### src/rtl/regfile_wb_arbiter.sv
// rtl/regfile_wb_arbiter.sv - two-requester round-robin writeback arbiter for a shared register-file write port
module regfile_wb_arbiter #(
    parameter int ADDR_W = 5,
    parameter int DATA_W = 32,
    parameter int CNT_W  = 16
) (
    input  logic              clk,
    input  logic              nrst,
    input  logic              req0_valid,
    output logic              req0_ready,
    input  logic [ADDR_W-1:0] req0_addr,
    input  logic [DATA_W-1:0] req0_data,
    input  logic              req1_valid,
    output logic              req1_ready,
    input  logic [ADDR_W-1:0] req1_addr,
    input  logic [DATA_W-1:0] req1_data,
    output logic              rf_wr_en,
    output logic [ADDR_W-1:0] rf_wr_addr,
    output logic [DATA_W-1:0] rf_wr_data,
    input  logic [ADDR_W-1:0] chk_addrA,
    input  logic [ADDR_W-1:0] chk_addrB,
    output logic              chk_busyA,
    output logic              chk_busyB,
    output logic [CNT_W-1:0]  conflict_cnt
);

    logic [1:0]        slot_v;
    logic [ADDR_W-1:0] slot_addr [2];
    logic [DATA_W-1:0] slot_data [2];
    logic              rr_ptr;
    logic [1:0]        grant;
    logic [1:0]        accept;
    logic              both_full;
    logic [ADDR_W-1:0] req_addr [2];
    logic [DATA_W-1:0] req_data [2];

    assign req_addr[0] = req0_addr;
    assign req_addr[1] = req1_addr;
    assign req_data[0] = req0_data;
    assign req_data[1] = req1_data;

    assign both_full = &slot_v;

    // Grant a lone full slot directly; when both are full the round-robin pointer decides.
    always_comb begin
        grant = 2'b00;
        if (both_full) begin
            grant = rr_ptr ? 2'b10 : 2'b01;
        end else begin
            grant = slot_v;
        end
    end

    // A slot that is draining this cycle can take a new request with no bubble.
    assign req0_ready = !slot_v[0] || grant[0];
    assign req1_ready = !slot_v[1] || grant[1];
    assign accept[0]  = req0_valid && req0_ready;
    assign accept[1]  = req1_valid && req1_ready;

    // Drive the register-file port from whichever slot holds the grant.
    always_comb begin
        rf_wr_en   = 1'b0;
        rf_wr_addr = '0;
        rf_wr_data = '0;
        if (grant[0]) begin
            rf_wr_en   = 1'b1;
            rf_wr_addr = slot_addr[0];
            rf_wr_data = slot_data[0];
        end else if (grant[1]) begin
            rf_wr_en   = 1'b1;
            rf_wr_addr = slot_addr[1];
            rf_wr_data = slot_data[1];
        end
    end

    // Hazard flags look only at held slot state; x0 is never busy.
    always_comb begin
        chk_busyA = (chk_addrA != '0) &&
                    ((slot_v[0] && (slot_addr[0] == chk_addrA)) ||
                     (slot_v[1] && (slot_addr[1] == chk_addrA)));
        chk_busyB = (chk_addrB != '0) &&
                    ((slot_v[1] && (slot_addr[1] == chk_addrB)) ||
                     (slot_v[0] && (slot_addr[0] == chk_addrB)));
    end

    // Slot load/drain: writes to x0 are acknowledged but never held.
    always_ff @(posedge clk or negedge nrst) begin
        if (!nrst) begin
            slot_v <= 2'b00;
            for (int i = 0; i < 2; i++) begin
                slot_addr[i] <= '0;
                slot_data[i] <= '0;
            end
        end else begin
            for (int i = 0; i < 2; i++) begin
                if (accept[i] && (req_addr[i] != '0)) begin
                    slot_v[i]    <= 1'b1;
                    slot_addr[i] <= req_addr[i];
                    slot_data[i] <= req_data[i];
                end else if (grant[i]) begin
                    slot_v[i] <= 1'b0;
                end
            end
        end
    end

    // Round-robin pointer hands priority to the other requester after a contended cycle.
    always_ff @(posedge clk or negedge nrst) begin
        if (!nrst) begin
            rr_ptr <= 1'b0;
        end else if (both_full) begin
            rr_ptr <= ~rr_ptr;
        end
    end

    // Saturating count of cycles with both slots full.
    always_ff @(posedge clk or negedge nrst) begin
        if (!nrst) begin
            conflict_cnt <= '0;
        end else if (both_full && (conflict_cnt != {CNT_W{1'b1}})) begin
            conflict_cnt <= conflict_cnt + CNT_W'(1);
        end
    end

endmodule

### config.mk
export PLATFORM = sky130hd
export DESIGN_NAME = regfile_wb_arbiter
export DESIGN_NICKNAME = d
export VERILOG_FILES = /design/src/rtl/regfile_wb_arbiter.sv
export SDC_FILE = /design/constraint.sdc
export NUM_CORES = 1
export LEC_CHECK = 0
export BUFFER_PORTS_ARGS = -buffer_cell sky130_fd_sc_hd__buf_2
export CAP_MARGIN = 10
export CORE_MARGIN = 2
export CORE_UTILIZATION = 45
export CTS_CLUSTER_SIZE = 24
export DETAILED_ROUTE_END_ITERATION = 6
export PLACE_DENSITY = 0.73
export SETUP_SLACK_MARGIN = 0.2
export SLEW_MARGIN = 20
export SYNTH_ARGS = -nofsm -noshare
export SYNTH_HDL_FRONTEND = slang
export SYNTH_SLANG_ARGS = --single-unit
### constraint.sdc
create_clock -name clk -period 4.29 [get_ports clk]
set_clock_uncertainty 0.2 [all_clocks]
set_input_delay 0.2145 -clock clk [delete_from_list [all_inputs] [get_ports clk]]
set_output_delay 0.2145 -clock clk [all_outputs]
set_load 0.02 [all_outputs]
# Word level (Yosys, flattened, before mapping)
# Index checks and enable logic that the tools add are counted.
# word_totals
regBits	93
# op_classes
n_eq_ne	5
n_reduce_logical	24
n_addsub	1
mux	12
n_bitwise	1
# op_table
op	count
32-bit two-way mux	2
5-bit equality test	4
5-bit nonzero test	4
16-bit by 1-bit adder with 16-bit output (second input constant)	1
16-bit != test (second input constant)	1
1-bit logical AND	11
5-bit two-way mux	2
1-bit two-way mux	6
1-bit logical OR	4
2-bit two-way mux	2
2-bit nonzero test	2
1-bit logical NOT	2
2-bit AND reduction	1
1-bit inverter	1

# Depth between registers and ports, before layout
# depth
word_depth	6
mapped_depth	7
mapped_depth_nobuf	5

# Worst setup path after synthesis
# OpenSTA, ideal clock, no wires.
# synth_timing
path_type	reg2reg
start	register conflict_cnt[0]
end	register conflict_cnt[7]
arrival_ns	1.667
setup_time_ns	0.132
path_stages_with_launch	6
required_time_ns	3.958
slack_ns	2.291
period_less_slack_ns	1.999
path_cell_list	dfrtp_1 -> ha_1 -> nand3_1 -> o41ai_4 -> nor2_1 -> xor2_1
# synth_between
elab_chain_cells	2
# synth_rtl
element	line	text
start: declaration	24	output logic [CNT_W-1:0] conflict_cnt
start signal: assignment	121	conflict_cnt <= conflict_cnt + CNT_W'(1);
branches (longest 2 deep; another with 16-bit by 1-bit adder with 16-bit output)	-	
# Several ways; the timed one is not identified.
# A chain may end at the register's enable or synchronous reset.

# Final worst setup path
# layout_timing
start	input req1_addr[0]
end	register slot_addr[2] (netlist name)
# layout_between
elab_chain_cells	2
# layout_rtl
element	line	text
start: declaration	15	input logic [ADDR_W-1:0] req1_addr,
5-bit nonzero test	96	if (accept[i] && (req_addr[i] != '0)) begin
1-bit logical AND	96	
end signal: indexed assignment	98	slot_addr[i] <= req_addr[i];
end: declaration	28	logic [ADDR_W-1:0] slot_addr [2];
# No other way between the ends.

==> impl_metrics.csv <==
group,metric,value,unit
synth,async_reset_ff_frac,1.000,
critical_path,crit_path_cell_trace,"dlygate4sd3_1, buf_2, or4_1, o211ai_4, buf_4, a32o_1, dlygate4sd3_1",
power_and_ir_drop,vdd_ir_drop_max,0.2836,mV
critical_path,rrSetupSlack,1.66,ns
die,num_rows,35,
critical_path,crit_path_start_kind,"primary input",
detailed_routing,routed-via-count,3517,
clocking,cts_resized,0,
critical_path,cp-end-kind,"register",
critical_path,crit_slowest_cell,"or4_1",
finish,final_common_cell,"buf_2",
die,io_pins,146,
detailed_routing,final_antenna_net_count,0,
clocking,path_clk_slew,0.08,ns
die,die-area,10400,µm²
synth,yosys_warnings,0,
timing,drv_slew,0,
detailed_routing,drtPass1Iterations,5,
die,die_y,102.0,µm
finish,fin_cells,676,
synth,synth_edf_count,0,
critical_path,cp_top_family,"buffers and inverters",
placement,dp_cells,582,
critical_path,cp.required,4.38,ns
finish,final_area,6183,µm²
finish,fillers,727,
placement,gp_congestion,0.8111,
synth,netlist_instances,321,
power_and_ir_drop,p_leak,2.902,nW
clocking,cts_buffers,9,
synth,ys.flop_type,"dfrtp_1",
synth,ys_ff_latch,93,
job,maxCapViolations,0,
clocking,ctsHoldBuffers,77,
power_and_ir_drop,power.total,3.299,mW
global_route,grt_pass1_wl,17640,µm
detailed_routing,wl,11270,µm
synth,yosysUniqueCellTypes,32,
finish,area_growth,43.16,%
timing,period_needed,3.073,ns
finish,final_nets,632,
synth,syn-mean-instance-area,13.46,µm²
die,core_area,9284,µm²
clocking,clockBufferDepth,2,
timing,final.setup.tns,0,ns
clocking,worstSkewPairLatency,0.35,ns
clocking,postCtsSetupBuffers,0,
placement,place_area,5151,µm²
detailed_routing,viasPerCell,5.203,
timing,fmax,325.4,MHz
global_route,antenna_found_initial,0,
global_route,grt_max_degree,57,
synth,synth_top_area_share,0.5388,
critical_path,cpPeakStageDelay,0.58,ns
run_status,status,"completed",
finish,final_util,0.6660,
placement,io_buffers,145,
synth,synth_top_area_cell,"dfrtp_1",
global_route,grt_pass1_vias,3702,
finish,mostFrequentLayoutCells,"buf_2, dfrtp_1, dlygate4sd3_1",
timing,grt_setup_unrepaired,"no",
clocking,cts.sinks,93,
clocking,htreeDepth,3,
min_path,min_path_type,"in2reg",
critical_path,cpMostUsedCell,"dlygate4sd3_1",
clocking,ctsRootBufferMaster,"clkbuf_8",
synth,yosysSeqAreaShare,0.5388,
synth,synthesis.area,4319,µm²
die,die_w,102.0,µm
finish,final_layout_size_suffix_gt1_frac,0.3839,
die,start_util,0.4652,
timing,slew_headroom,0.5226,
synth,synth_area_leaders,"dfrtp_1, mux2_1, mux2_2",
placement,dpl.hpwl,7068,µm
global_route,grt-ovfl-total,0,
critical_path,crit_type,"in2reg",
timing,setup_viol,0,
synth,synth_nets,410,
clocking,cts_tree,"yes",
global_route,track_usage,0.2191,
critical_path,arrival,3.16,ns
timing,final-hold-violation-count,0,
detailed_routing,routedWlPerCell,16.67,µm
timing,fin_crit_sh,0.7163,
finish,num_antenna_cells,0,
power_and_ir_drop,pwr_density_cell,533.5,nW/µm²
critical_path,crit_path_max_fanout,23,
detailed_routing,drt_iter0_markers,73,
timing,tightest_slew,0.7160,ns
critical_path,path_buf_inv,4,
detailed_routing,drc,0,
[Yosys cell counts (4+ instances only)]
library cell and count:
xnor2_1 12, buf_6 6, mux2_2 36, nand4_1 7, buf_2 6, mux2_1 36
nand3_1 9, or4_1 4, a22o_1 37, nor2_1 6, xor2_1 22, dfrtp_1 93
nand2_1 13, nor4_1 7
[layer usage]
| layer | GRT usage | share of wire | wire length [µm] |
|---|---|---|---|
| met1 | 0.2679 | 0.42 | 4737 |
| met2 | 0.3851 | 0.51 | 5732 |
| met3 | 0.04651 | 0.050 | 563 |
| met4 | 0.07590 | 0.021 | 233 |
| met5 | 0 | 0 | 0 |
[flip-flops by register name, summed over array words and instances (netlist names)]
name / flops
conflict_cnt: 16
rr_ptr: 1
slot_addr: 10
slot_data: 64
slot_v: 2
[logic make-up (layout without fill, tap and decap cells)]
| group | count (synthesis) | after routing | synth area share |
|---|---|---|---|
| xor+xnor | 34 | 34 | 0.06894 |
| compound gates | 48 | 48 | 0.1020 |
| simple gates | 56 | 56 | 0.07097 |
| flops | 93 | 93 | 0.5388 |
| mux | 72 | 72 | 0.1877 |
| buf+inv | 17 | 243 | 0.02868 |
| fa+ha+maj | 1 | 1 | 0.002896 |
[worst register-to-register path, stage by stage (launching register included)]
cell	delay (ns)
dfrtp_1	0.54
and2_4	0.25
nand2_2	0.12
o211ai_4	0.28
buf_4	0.44
a32o_1	0.19
dlygate4sd3_1	0.55
[final cells by class]
type | instances | area, µm² | area share
timing repair buffer | 227 | 1577 | 0.2550
multi-input combinational | 211 | 1908 | 0.3086
clock buffer | 11 | 151.4 | 0.02448
tap | 129 | 161.4 | 0.02610
clock inverter | 4 | 55.05 | 0.008903
inverter | 1 | 3.754 | 0.0006070
sequential | 93 | 2327 | 0.3764
[through the flow]
stage                     setup WS, ns  hold WS [ns]
after floorplan                  2.291       -0.2811
after global placement           1.723        0.1028
after detailed placement         1.678        0.1093
after CTS                        1.237        0.1602
after global routing             1.122        0.1988
final                            1.217        0.1629
[report_power, final]
| part | switching (mW) | internal [mW] | total [mW] |
|---|---|---|---|
| combinational | 0.765 | 0.643 | 1.41 |
| clock | 0.305 | 0.302 | 0.607 |
| sequential | 0.189 | 1.10 | 1.28 |
| total | 1.26 | 2.04 | 3.30 |
[final timing paths]
check                                               start                          end  depth (start not counted)
worst max-delay path                         req1_addr[0]     slot_addr[2]$_DFFE_PN0P_                          7
worst min-delay path                           req1_valid        slot_v[1]$_DFFE_PN0P_                          3
worst max register to register      slot_v[1]$_DFFE_PN0P_     slot_addr[2]$_DFFE_PN0P_                          6
worst min register to register  slot_data[15]$_DFFE_PN0P_    slot_data[15]$_DFFE_PN0P_                          1
max in group asynchronous                            nrst     slot_data[5]$_DFFE_PN0P_                          3
min in group asynchronous                            nrst  conflict_cnt[2]$_DFFE_PN0P_                          2
Note: power is estimated with default switching activity, not from simulation.
